<file path="src/rtl/noise_gate_pkg.sv">
// Shared types and helpers for the noise gate: FSM state encoding, gain width,
// saturating magnitude and unsigned max used by the envelope path.
package noise_gate_pkg;

  localparam int DATA_W        = 24;
  localparam int GAIN_BITS_DEF = 8;
  localparam int GAIN_W        = GAIN_BITS_DEF + 1;
  localparam int FN_W          = 32;

  typedef enum logic [2:0] {
    ST_CLOSED  = 3'd0,
    ST_ATTACK  = 3'd1,
    ST_OPEN    = 3'd2,
    ST_HOLD    = 3'd3,
    ST_RELEASE = 3'd4
  } gate_state_e;

  // |x| for a w-bit sample sign-extended to FN_W; the most negative value saturates.
  function automatic logic [FN_W-1:0] sat_abs(input logic signed [FN_W-1:0] x,
                                               input int unsigned            w);
    logic signed [FN_W-1:0] most_neg_v;
    most_neg_v = -(32'sd1 <<< (w - 32'd1));
    if (x == most_neg_v) begin
      return FN_W'(-(most_neg_v + 32'sd1));
    end else if (x < 32'sd0) begin
      return FN_W'(-x);
    end else begin
      return FN_W'(x);
    end
  endfunction

  function automatic logic [FN_W-1:0] umax(input logic [FN_W-1:0] a,
                                            input logic [FN_W-1:0] b);
    return (a > b) ? a : b;
  endfunction

endpackage

</file>
<file path="src/rtl/noise_gate_if.sv">
// Sample stream between the noise filter, the gate and the effects chain.
interface noise_gate_if import noise_gate_pkg::*; #(
  parameter int DATA_WIDTH = DATA_W
) ();
  logic                         write;
  logic signed [DATA_WIDTH-1:0] data_in;
  logic                         done;
  logic signed [DATA_WIDTH-1:0] data_out;

  modport master (output write, output data_in, input done, input data_out);
  modport slave  (input write, input data_in, output done, output data_out);
endinterface

</file>
<file path="src/rtl/noise_gate_envelope_follower.sv">
// Peak envelope with exponential decay; env_new is the level the gate FSM
// judges the current sample against, and it is committed only on write.
module envelope_follower import noise_gate_pkg::*; #(
  parameter int DATA_WIDTH  = DATA_W,
  parameter int DECAY_SHIFT = 8
) (
  input  logic                         clock,
  input  logic                         reset_n,
  input  logic                         write,
  input  logic signed [DATA_WIDTH-1:0] data_in,
  output logic        [DATA_WIDTH-2:0] env_new
);
  logic [DATA_WIDTH-2:0] env_r;
  logic [DATA_WIDTH-2:0] abs_s;
  logic [DATA_WIDTH-2:0] decay_s;

  // Magnitude of the incoming sample versus the decayed previous peak.
  always_comb begin
    abs_s   = (DATA_WIDTH-1)'(sat_abs(FN_W'(data_in), DATA_WIDTH));
    decay_s = env_r - (env_r >> DECAY_SHIFT);
    env_new = (DATA_WIDTH-1)'(umax(FN_W'(abs_s), FN_W'(decay_s)));
  end

  // Envelope register, advanced once per accepted sample.
  always_ff @(posedge clock or negedge reset_n) begin
    if (!reset_n) begin
      env_r <= {(DATA_WIDTH-1){1'b0}};
    end else if (write) begin
      env_r <= env_new;
    end
  end
endmodule

</file>
<file path="src/rtl/noise_gate.sv">
// Noise gate: envelope-driven 5-state FSM sets a per-sample gain that scales the
// sample; write at edge T yields done in the cycle after edge T+2.
module noise_gate import noise_gate_pkg::*; #(
  parameter int DATA_WIDTH   = DATA_W,
  parameter int DECAY_SHIFT  = 8,
  parameter int GAIN_BITS    = GAIN_BITS_DEF,
  parameter int ATTACK_STEP  = 16,
  parameter int RELEASE_STEP = 1,
  parameter int HOLD_SAMPLES = 480
) (
  input  logic                  clock,
  input  logic                  reset_n,
  noise_gate_if.slave           bus,
  input  logic                  enable,
  input  logic [DATA_WIDTH-2:0] open_thresh,
  input  logic [DATA_WIDTH-2:0] close_thresh,
  output logic                  gate_open
);
  localparam int GW       = GAIN_BITS + 1;
  localparam int PW       = DATA_WIDTH + GW;
  localparam int HOLD_EFF = (HOLD_SAMPLES < 1) ? 1 : HOLD_SAMPLES;
  localparam int HOLD_W   = (HOLD_EFF > 1) ? $clog2(HOLD_EFF) : 1;
  localparam logic [GW-1:0]     GAIN_MAX   = {1'b1, {GAIN_BITS{1'b0}}};
  localparam logic [GW-1:0]     GAIN_FIRST = (ATTACK_STEP >= (32'd1 << GAIN_BITS)) ?
                                             GAIN_MAX : GW'(ATTACK_STEP);
  localparam logic [HOLD_W-1:0] HOLD_INIT  = HOLD_W'(HOLD_EFF - 1);

  gate_state_e                  state_r, state_nx_s;
  logic [GW-1:0]                gain_r, gain_nx_s, gain_up_s, gain_dn_s;
  logic [GW:0]                  gain_sum_s;
  logic [HOLD_W-1:0]            hold_r, hold_nx_s;
  logic [DATA_WIDTH-2:0]        env_new_s;
  logic signed [DATA_WIDTH-1:0] data1_r, out2_r, data_out_r;
  logic signed [PW-1:0]         prod_s;
  logic                         en1_r, v1_r, v2_r, open2_r, done_r, gate_open_r;

  envelope_follower #(
    .DATA_WIDTH (DATA_WIDTH),
    .DECAY_SHIFT(DECAY_SHIFT)
  ) u_env (
    .clock  (clock),
    .reset_n(reset_n),
    .write  (bus.write),
    .data_in(bus.data_in),
    .env_new(env_new_s)
  );

  // Gate FSM: one transition per sample, the new gain applies to that same sample.
  always_comb begin
    state_nx_s = state_r;
    gain_nx_s  = gain_r;
    hold_nx_s  = hold_r;
    gain_sum_s = {1'b0, gain_r} + (GW+1)'(ATTACK_STEP);
    if (gain_sum_s >= {1'b0, GAIN_MAX}) begin
      gain_up_s = GAIN_MAX;
    end else begin
      gain_up_s = gain_sum_s[GW-1:0];
    end
    if (gain_r >= GW'(RELEASE_STEP)) begin
      gain_dn_s = gain_r - GW'(RELEASE_STEP);
    end else begin
      gain_dn_s = {GW{1'b0}};
    end
    case (state_r)
      ST_CLOSED: begin
        if (env_new_s >= open_thresh) begin
          state_nx_s = ST_ATTACK;
          gain_nx_s  = GAIN_FIRST;
        end else begin
          gain_nx_s  = {GW{1'b0}};
        end
      end
      ST_ATTACK: begin
        gain_nx_s = gain_up_s;
        if (env_new_s < close_thresh) begin
          state_nx_s = ST_RELEASE;
        end else if (gain_up_s == GAIN_MAX) begin
          state_nx_s = ST_OPEN;
        end else begin
          state_nx_s = ST_ATTACK;
        end
      end
      ST_OPEN: begin
        gain_nx_s = GAIN_MAX;
        if (env_new_s < close_thresh) begin
          state_nx_s = ST_HOLD;
          hold_nx_s  = HOLD_INIT;
        end else begin
          state_nx_s = ST_OPEN;
        end
      end
      ST_HOLD: begin
        gain_nx_s = GAIN_MAX;
        if (env_new_s >= open_thresh) begin
          state_nx_s = ST_OPEN;
        end else if (hold_r == {HOLD_W{1'b0}}) begin
          state_nx_s = ST_RELEASE;
        end else begin
          hold_nx_s  = hold_r - HOLD_W'(1'b1);
        end
      end
      ST_RELEASE: begin
        gain_nx_s = gain_dn_s;
        if (env_new_s >= open_thresh) begin
          state_nx_s = ST_ATTACK;
        end else if (gain_dn_s == {GW{1'b0}}) begin
          state_nx_s = ST_CLOSED;
        end else begin
          state_nx_s = ST_RELEASE;
        end
      end
      default: begin
        state_nx_s = ST_CLOSED;
        gain_nx_s  = {GW{1'b0}};
        hold_nx_s  = {HOLD_W{1'b0}};
      end
    endcase
  end

  // Stage 1: FSM state, gain and the sample itself, captured only on write.
  always_ff @(posedge clock or negedge reset_n) begin
    if (!reset_n) begin
      state_r <= ST_CLOSED;
      gain_r  <= {GW{1'b0}};
      hold_r  <= {HOLD_W{1'b0}};
      data1_r <= {DATA_WIDTH{1'b0}};
      en1_r   <= 1'b0;
    end else if (bus.write) begin
      state_r <= state_nx_s;
      gain_r  <= gain_nx_s;
      hold_r  <= hold_nx_s;
      data1_r <= bus.data_in;
      en1_r   <= enable;
    end
  end

  // Signed sample times unsigned gain; the zero-extended gain keeps it positive.
  always_comb begin
    prod_s = PW'(data1_r) * PW'($signed({1'b0, gain_r}));
  end

  // Valid pipeline: a reset drops anything in flight.
  always_ff @(posedge clock or negedge reset_n) begin
    if (!reset_n) begin
      v1_r   <= 1'b0;
      v2_r   <= 1'b0;
      done_r <= 1'b0;
    end else begin
      v1_r   <= bus.write;
      v2_r   <= v1_r;
      done_r <= v2_r;
    end
  end

  // Stage 2: scaled (floor) or bypassed sample plus the matching gate flag.
  always_ff @(posedge clock or negedge reset_n) begin
    if (!reset_n) begin
      out2_r  <= {DATA_WIDTH{1'b0}};
      open2_r <= 1'b0;
    end else if (v1_r) begin
      out2_r  <= en1_r ? DATA_WIDTH'(prod_s >>> GAIN_BITS) : data1_r;
      open2_r <= (state_r != ST_CLOSED);
    end
  end

  // Output register: data_out and gate_open move together with done.
  always_ff @(posedge clock or negedge reset_n) begin
    if (!reset_n) begin
      data_out_r  <= {DATA_WIDTH{1'b0}};
      gate_open_r <= 1'b0;
    end else if (v2_r) begin
      data_out_r  <= out2_r;
      gate_open_r <= open2_r;
    end
  end

  assign bus.done     = done_r;
  assign bus.data_out = data_out_r;
  assign gate_open    = gate_open_r;
endmodule
</file>
<file path="src/flat_wrapper.sv">
// flat-port wrapper written by rule: the top's interface ports become plain ports
module noise_gate_flat import noise_gate_pkg::*;
#(
  parameter int DATA_WIDTH   = DATA_W,
  parameter int DECAY_SHIFT  = 8,
  parameter int GAIN_BITS    = GAIN_BITS_DEF,
  parameter int ATTACK_STEP  = 16,
  parameter int RELEASE_STEP = 1,
  parameter int HOLD_SAMPLES = 480
)
  (clock, reset_n, enable, open_thresh, close_thresh, gate_open, bus_write, bus_data_in, bus_done, bus_data_out);
  noise_gate_if #(.DATA_WIDTH(DATA_WIDTH)) bus_i ();
  input  logic clock;
  input  logic reset_n;
  input  logic enable;
  input  logic [DATA_WIDTH-2:0] open_thresh;
  input  logic [DATA_WIDTH-2:0] close_thresh;
  output logic gate_open;
  input wire logic [$bits(bus_i.write)-1:0] bus_write;
  input wire logic [$bits(bus_i.data_in)-1:0] bus_data_in;
  output wire logic [$bits(bus_i.done)-1:0] bus_done;
  output wire logic [$bits(bus_i.data_out)-1:0] bus_data_out;
  assign bus_i.write = bus_write;
  assign bus_i.data_in = bus_data_in;
  assign bus_done = bus_i.done;
  assign bus_data_out = bus_i.data_out;
  noise_gate #(.DATA_WIDTH(DATA_WIDTH), .DECAY_SHIFT(DECAY_SHIFT), .GAIN_BITS(GAIN_BITS), .ATTACK_STEP(ATTACK_STEP), .RELEASE_STEP(RELEASE_STEP), .HOLD_SAMPLES(HOLD_SAMPLES)) u_core (.clock(clock), .reset_n(reset_n), .bus(bus_i), .enable(enable), .open_thresh(open_thresh), .close_thresh(close_thresh), .gate_open(gate_open));
endmodule
</file>
<file path="config.mk">
export PLATFORM = sky130hd
export DESIGN_NAME = noise_gate_flat
export DESIGN_NICKNAME = d
export VERILOG_FILES = /design/src/rtl/noise_gate_pkg.sv /design/src/rtl/noise_gate_if.sv /design/src/rtl/noise_gate_envelope_follower.sv /design/src/rtl/noise_gate.sv /design/src/flat_wrapper.sv
export SDC_FILE = /design/constraint.sdc
export NUM_CORES = 1
export LEC_CHECK = 0
export ABC_AREA = 1
export CORE_ASPECT_RATIO = 0.6
export CORE_MARGIN = 2
export CORE_UTILIZATION = 50
export CTS_CLUSTER_SIZE = 25
export DETAILED_ROUTE_END_ITERATION = 10
export PLACE_DENSITY = 0.75
export SLEW_MARGIN = 10
export SYNTH_ARGS = -nofsm -noshare
export SYNTH_HDL_FRONTEND = slang
export SYNTH_SLANG_ARGS = --single-unit
</file>
<file path="constraint.sdc">
create_clock -name clock -period 12.3 [get_ports clock]
set_clock_uncertainty 0.05 [all_clocks]
set_input_delay 2.46 -clock clock [delete_from_list [all_inputs] [get_ports clock]]
set_output_delay 2.46 -clock clock [all_outputs]
set_load 0.01 [all_outputs]
</file>
# After elaboration in Yosys (flattened, before gate mapping)
# Index checks and enable logic that the tools add are counted.
word_totals:
  elab_cells: 66
  ff_bits: 122
  output_inout_bits: 26
classes:
  n_mux: 21
  order_cmp: 6
  mul: 1
  add_sub_neg: 5
  n_reduce_logical: 8
  n_eq_ne: 11
  n_bitwise: 1
ops:
  columns: ["cell", "n"]
  rows:
  - ["$mux 23", 3]
  - ["$mux 9", 5]
  - ["$pmux 9 s4", 1]
  - ["$mul 24x10->32", 1]
  - ["$pmux 9 s3", 1]
  - ["$eq 24x24->1 const B", 1]
  - ["$lt 24x1->1 const B", 1]
  - ["$mux 24", 1]
  - ["$ge 23x23->1", 1]
  - ["$gt 23x23->1", 1]
  - ["$lt 23x23->1", 1]
  - ["$neg 23->23", 1]
  - ["$sub 23x15->23", 1]
  - ["$logic_not 9->1", 2]
  - ["$mux 3", 6]
  - ["$sub 9x1->9 const B", 2]
  - ["$pmux 3 s5", 1]
  - ["$add 9x5->10 const B", 1]
  - ["$ge 10x9->1 const B", 1]
  - ["$eq 9x9->1 const B", 1]
  - ["$ge 9x1->1 const B", 1]
  - ["$eq 3x2->1 const B", 2]
  - ["$mux 5", 1]
  - ["$reduce_and 5->1", 1]
  - ["13 further kinds", 15]

# Depth between registers and ports, before layout
depth:
  ltp_word: 8
  ltp_mapped: 43

# By module
# Synthesis repeated with hierarchy kept, for this count alone.
hier_totals:
  cells_unflattened: 2501
  area_unflattened_um2: 17699.5
by_module_without_submodules:
  columns: ["mod", "instances", "cells_each", "area_per_inst_um2", "seq_area_each_um2"]
  rows:
  - ["noise_gate", 1, 1915, 14032.2, 2477.4]
  - ["envelope_follower", 1, 586, 3667.3, 575.6]

# Worst setup path before layout
# No wires, ideal clock.
synth_timing:
  kind: "input port to flip-flop"
  startpoint: "input bus_data_in[2]"
  endpoint: "register u_core.hold_r[7]"
  setup_ps: 126
  slack_ps: 5341
  n_path_buf: 2
  t_arrival_ps: 6783
  required_ps: 12124
  cell_stages: 41
  cell_sequence: "inv_1 nand3_1 or2_4 nor2_4 nand2_2 nor2_4 nand2_2 inv_2 nand2_2 inv_2 nand3_2 nand2_2 nand2_2 nand2_1 nand2_1 nor2_1 inv_1 ha_1 [... 5 more ...] nand3_1 nand2_1 inv_1 buf_1 nand2_1 o21ai_0 ha_1 a21oi_1 o21ai_0 nand2_1 o311ai_0 a21oi_1 nand3_1 a21oi_1 nand2_4 buf_6 nand2_1 o21ai_2"
synth_between:
  elab_chain_len: 8
  elab_cells_between_ends: 12
  classes_between: "add/sub (1); order compare (4); eq/ne (3); mux (3); reduce/logical (1)"
synth_lines:
  columns: ["element", "line_no", "source"]
  rows:
  - ["start, declared", "flat_wrapper.sv:20", "input wire logic [$bits(bus_i.data_in)-1:0] bus_data_in;"]
  - ["$neg 23->23 or $lt 24x1->1 (tied branches)", "noise_gate_pkg.sv:26, noise_gate_pkg.sv:25", null]
  - ["$mux 23", "noise_gate_pkg.sv:25", "end else if (x < 32'sd0) begin"]
  - ["$mux 23 *", "noise_gate_pkg.sv:23", "if (x == most_neg_v) begin"]
  - ["$gt 23x23->1", "noise_gate_pkg.sv:34", "return (a > b) ? a : b;"]
  - ["$mux 23 *", "noise_gate_pkg.sv:34", null]
  - ["via u_core.env_new_s[10]", "noise_gate.sv:32", "logic [DATA_WIDTH-2:0] env_new_s;"]
  - ["$ge 23x23->1 or $lt 23x23->1 (tied branches)", "noise_gate.sv:94, noise_gate.sv:85", null]
  - ["$ne 2x2->1 (no source line) or $ne 2x1->1 (tied branches)", null, null]
  - ["$reduce_and 5->1 (no source line) *", null, null]
  - ["end signal, assigned", "noise_gate.sv:125", "hold_r <= {HOLD_W{1'b0}};"]
  - ["end signal, assigned", "noise_gate.sv:131", "hold_r <= hold_nx_s;"]
  - ["end, declared", "noise_gate.sv:31", "logic [HOLD_W-1:0] hold_r, hold_nx_s;"]
# Mark *: on every way through the listed nets, which the timed path passes. The rest lies on a longest branch.
# A chain may end at the register's enable or synchronous reset.

# Worst setup path after layout
layout_timing:
  startpoint: "input bus_data_in[1]"
  endpoint: "register u_core.state_r[2]"
layout_between:
  elab_chain_len: 8
  elab_cells_between_ends: 16
  classes_between: "add/sub (1); order compare (4); eq/ne (3); mux (7); reduce/logical (1)"
layout_lines:
  columns: ["element", "line_no", "source"]
  rows:
  - ["$neg 23->23 or $lt 24x1->1 (tied branches)", "noise_gate_pkg.sv:26, noise_gate_pkg.sv:25", null]
  - ["$mux 23", "noise_gate_pkg.sv:25", null]
  - ["$mux 23 *", "noise_gate_pkg.sv:23", null]
  - ["$gt 23x23->1", "noise_gate_pkg.sv:34", null]
  - ["$mux 23 *", "noise_gate_pkg.sv:34", null]
  - ["via u_core.env_new_s[5]", "noise_gate.sv:32", null]
  - ["$ge 23x23->1 or $lt 23x23->1 (tied branches)", null, null]
  - ["$mux 3 (tied with other cells)", "noise_gate.sv:104", "if (env_new_s >= open_thresh) begin"]
  - ["$pmux 3 s5 or $reduce_and 3->1 (tied branches)", null, null]
  - ["end signal, assigned", "noise_gate.sv:129", "state_r <= state_nx_s;"]
  - ["end, declared", "noise_gate.sv:28", "gate_state_e state_r, state_nx_s;"]
# Marks and branches as above.

==> flow_summary_export.csv <==
group,metric,value,unit
cells_and_area,flow.area_growth_from_synthesis,11.24,%
grt,grt_pass1_vias,14950,
logic_synthesis,synth-async-reset-ratio,100.0,%
cells_and_area,share_of_post_route_cells_with_drive_strength_above_1,4.730,%
floorplan,rows,51,
clocking,cts_post_setup_buffers_inserted,0,
setup_path,worstPathRequired,12.63,ns
sta,rsz0062_at_grt,"false",
logic_synthesis,post_synth.cell_area_avg,7.256,um^2
sta,slew_violations,0,
cells_and_area,postLayoutCoreUtil,57.02,%
setup_path,r2r-start,"u_core.u_env.env_r[15]$_DFFE_PN0P_",
sta,fmax,0.1053,GHz
floorplan,die_area,35020,um^2
clocking,htreeDepth,4,
setup_path,worstPathMaxFanout,42,
logic_synthesis,synthSimpleGateAreaFrac,21.36,%
sta,finalSetupViolations,0,
sta,layout_worst_path_cycle_share,77.19,%
routing,drt_drc_violations_left,0,
logic_synthesis,synthXorXnorAreaFrac,3.033,%
logic_synthesis,ys_seq_elements,122,
routing,vias_per_cell,5.444,
sta,holdWs,0.4391,ns
floorplan,fp.dieH,145.8,um
logic_synthesis,synth_nets,2708,
cells_and_area,diodes,0,
place,dp_hpwl,41130,um
grt,largest_net_degree_at_the_start_of_global_routing,70,
grt,grt_antenna_before_repair,0,
power_and_ir_drop,leakagePower,10.60,nW
sta,worst_pin_slew,1.181,ns
setup_path,cp_slowest_cell,"clkinv_1",
clocking,numCtsBuffers,17,
run,max_cap_violations,0,
clocking,clkLatencyLatePin,0.44,ns
power_and_ir_drop,total_power_draw,5.700,mW
place,placement.cell_area,18050,um^2
worst_hold_path,worstHoldPathCells,2,
place,gp_routability_congestion,0.9972,
logic_synthesis,synth_cell_type_count,51,
sta,count_of_endpoints_failing_hold_in_the_final_timing_report,0,
worst_hold_path,min-delay-start,"u_core.out2_r[0]$_DFFE_PN0P_",
floorplan,initial_core_util,51.26,%
power_and_ir_drop,ir_drop_worst_case_vdd,0.1342,mV
logic_synthesis,multiplexer_share_of_the_synthesized_area,1.614,%
setup_path,worst-path-stages,28,
logic_synthesis,synth_enable_flop_cells,0,
logic_synthesis,sequential_share_of_the_synthesized_area,18.23,%
routing,route.antenna.remaining_nets,0,
setup_path,critical_path.max_stage_delay,0.97,ns
setup_path,critical_path_arrival,9.83,ns
logic_synthesis,adder_cell_share_of_the_synthesized_area,32.02,%
power_and_ir_drop,power_per_cell_area,306.0,nW/um^2
setup_path,worstSetupStartpointType,"input port",
grt,grt_pass1_wl,81940,um
floorplan,core_area,32670,um^2
clocking,number_of_buffers_inserted_for_hold_repair_after_clock_tree_synthesis,0,
routing,drt-initial-drc-count,1860,
setup_path,critical_path.most_common_cell,"nand2_1",
routing,routedWlPerCell,18.05,um
sta,max_slew_margin,20.80,%
setup_path,worst-r2r-cell-count,30,
setup_path,reg2reg_setup_slack,4.29,ns
logic_synthesis,synth-warning-count,0,
place,portBuffers,99,
run_status,outcome,"completed",
clocking,cts.sinks,122,
logic_synthesis,main_combinational_cell_family_by_area_after_synthesis,"adder cells",
routing,drt_wl_total,50880,um
clocking,cts_tree,"done",
sta,final.setup.tns,0,ns
logic_synthesis,synth_top_cell_area_share,20.44,%
grt,grtUsageTotal,30.38,%
logic_synthesis,post_synth_inst_count,2308,
clocking,clock_slew_at_the_register_clock_pins_of_the_worst_setup_and_hold_paths,0.06,ns
setup_path,critical-path-top-delay-family,"simple AND/OR/NAND/NOR gates",
setup_path,setup.worst_path.class,"input port to register",
setup_path,critical_path.endpoint_type,"register",
floorplan,die_width,240.3,um
routing,vias,15340,
logic_synthesis,synth.area.top_cells,"fa_1, dfrtp_1, nand2_1, ha_1, inv_1",
setup_path,critical_path_buf_inv_count,3,
logic_synthesis,synth_flop_cell,"dfrtp_1",
cells_and_area,fin_nets,2755,
logic_synthesis,synth.cell_area,16750,um^2
worst_hold_path,hold_path.class,"register to register",
floorplan,io_pins,100,
logic_synthesis,share_of_the_synthesized_area_in_compound_gates_ao_oa_aoi_oai,10.15,%
routing,drt_first_pass_iters,5,
setup_path,worstReg2RegEnd,"u_core.state_r[2]$_DFFE_PN0P_",
clocking,clock_path_buffers,2,
grt,grt_remaining_overflow,0,
clocking,cts_resized,0,
sta,post-route-min-period,9.495,ns
cells_and_area,post-route-cell-area,18630,um^2
logic_synthesis,synthDominantAreaCellType,"fa_1",
worst_hold_path,timing.hold.worst_endpoint,"u_core.out2_r[0]$_DFFE_PN0P_",
clocking,root_buffer,"clkbuf_16",
layout by cell type, fill, tap and decap left out, types with 3 or more instances in the layout:
cell / n
a21oi_1: 104
o21ai_1: 24
inv_6: 5
a21o_1: 7
nand4_1: 20
nand3_1: 63
o22ai_1: 7
clkbuf_16: 17
nor2_1: 107
dfrtp_1: 122
nor4_1: 10
o21ai_2: 4
xnor2_1: 18
o221ai_1: 3
xor2_1: 40
nand2_2: 9
clkinv_1: 3
fa_1: 171
nand3_2: 4
nor3_1: 19
inv_1: 509
o211ai_1: 7
a211oi_1: 3
or2_2: 5
o21a_1: 5
clkdlybuf4s50_1: 97
inv_2: 7
nor3_2: 3
buf_4: 13
o21ai_0: 135
ha_1: 155
nand2_1: 604
and2_1: 4
mux2_2: 24
a31oi_1: 5
inv_8: 5
nor2_4: 3
nand3b_1: 5
worst min-delay path, delay by kind of cell (launching register included):
kind,cells,cell delay (ns)
flops,1,0.35
simple gates,2,0.10
how the worst max path moves through the flow:
stage	from	end	slack [ns]
6_report	bus_data_in[1]	u_core.state_r[2]$_DFFE_PN0P_	2.81
5_1_grt	bus_data_in[1]	u_core.state_r[0]$_DFFE_PN0P_	2.16
3_5_place_dp	bus_data_in[1]	u_core.state_r[0]$_DFFE_PN0P_	2.90
3_3_place_gp	bus_data_in[1]	u_core.state_r[0]$_DFFE_PN0P_	3.12
4_1_cts	bus_data_in[1]	u_core.state_r[0]$_DFFE_PN0P_	3.36
2_1_floorplan	bus_data_in[2]	u_core.hold_r[7]$_DFFE_PN0P_	5.34
cell type report:
class                      instances  area [um^2]
clock buffer                      17        425.4
clock inverter                    15        148.9
fill                            3065        14040
inverter                         519         1948
multi-input combinational       1584        11420
sequential                       122         3053
tap                              450        563.0
timing repair buffer             111         1074
flip-flops by register name (all words and copies together) (netlist names), 3 cells and up:
signal / flops
u_core.bus.data_out: 24
u_core.data1_r: 24
u_core.out2_r: 24
u_core.u_env.env_r: 23
u_core.gain_r: 9
u_core.hold_r: 9
u_core.state_r: 3
cell families (layout without fill, tap and decap cells):
group	count (synthesis)	after routing
compound gates	313	313
xor+xnor	58	58
fa+ha+maj	326	326
buf+inv	602	662
flops	122	122
mux	24	24
simple gates	863	863
synth_stat cells (7+ instances only):
cell / count
nor4_1: 10
nor2_1: 107
xor2_1: 40
fa_1: 171
nand3_1: 63
nor3_1: 19
o21ai_0: 135
mux2_2: 24
nand2_1: 604
inv_2: 7
a21oi_1: 104
inv_1: 510
buf_1: 27
a21o_1: 7
o211ai_1: 7
nand4_1: 20
ha_1: 155
nand2_2: 9
dfrtp_1: 122
clkbuf_1: 49
xnor2_1: 18
o21ai_1: 24
o22ai_1: 7
per-layer routing:
layer / vias up / wire [um] / GRT usage (%)
met1: 7287 / 24390 / 48.64
met4: 0 / 837 / 5.870
li1: 7173 / - / -
met5: - / 0 / 0
met2: 824 / 19180 / 39.48
met3: 56 / 6471 / 9.162
through the flow:
stage,setup slack (ns),cells
after floorplan,5.341,2308
after global placement,3.120,2786
after detailed placement,2.902,2786
after CTS,3.360,2818
after global routing,2.159,2818
final,2.805,2818
where the power goes:
part           internal [mW]  leakage [nW]  switching, mW  total [mW]
Combinational           1.59          8.80           2.88        4.47
Clock                  0.270         0.278          0.239       0.508
Sequential             0.551          1.52          0.175       0.726
Total                   2.41          10.6           3.29        5.70
Note: power is estimated with default switching activity, not from simulation.
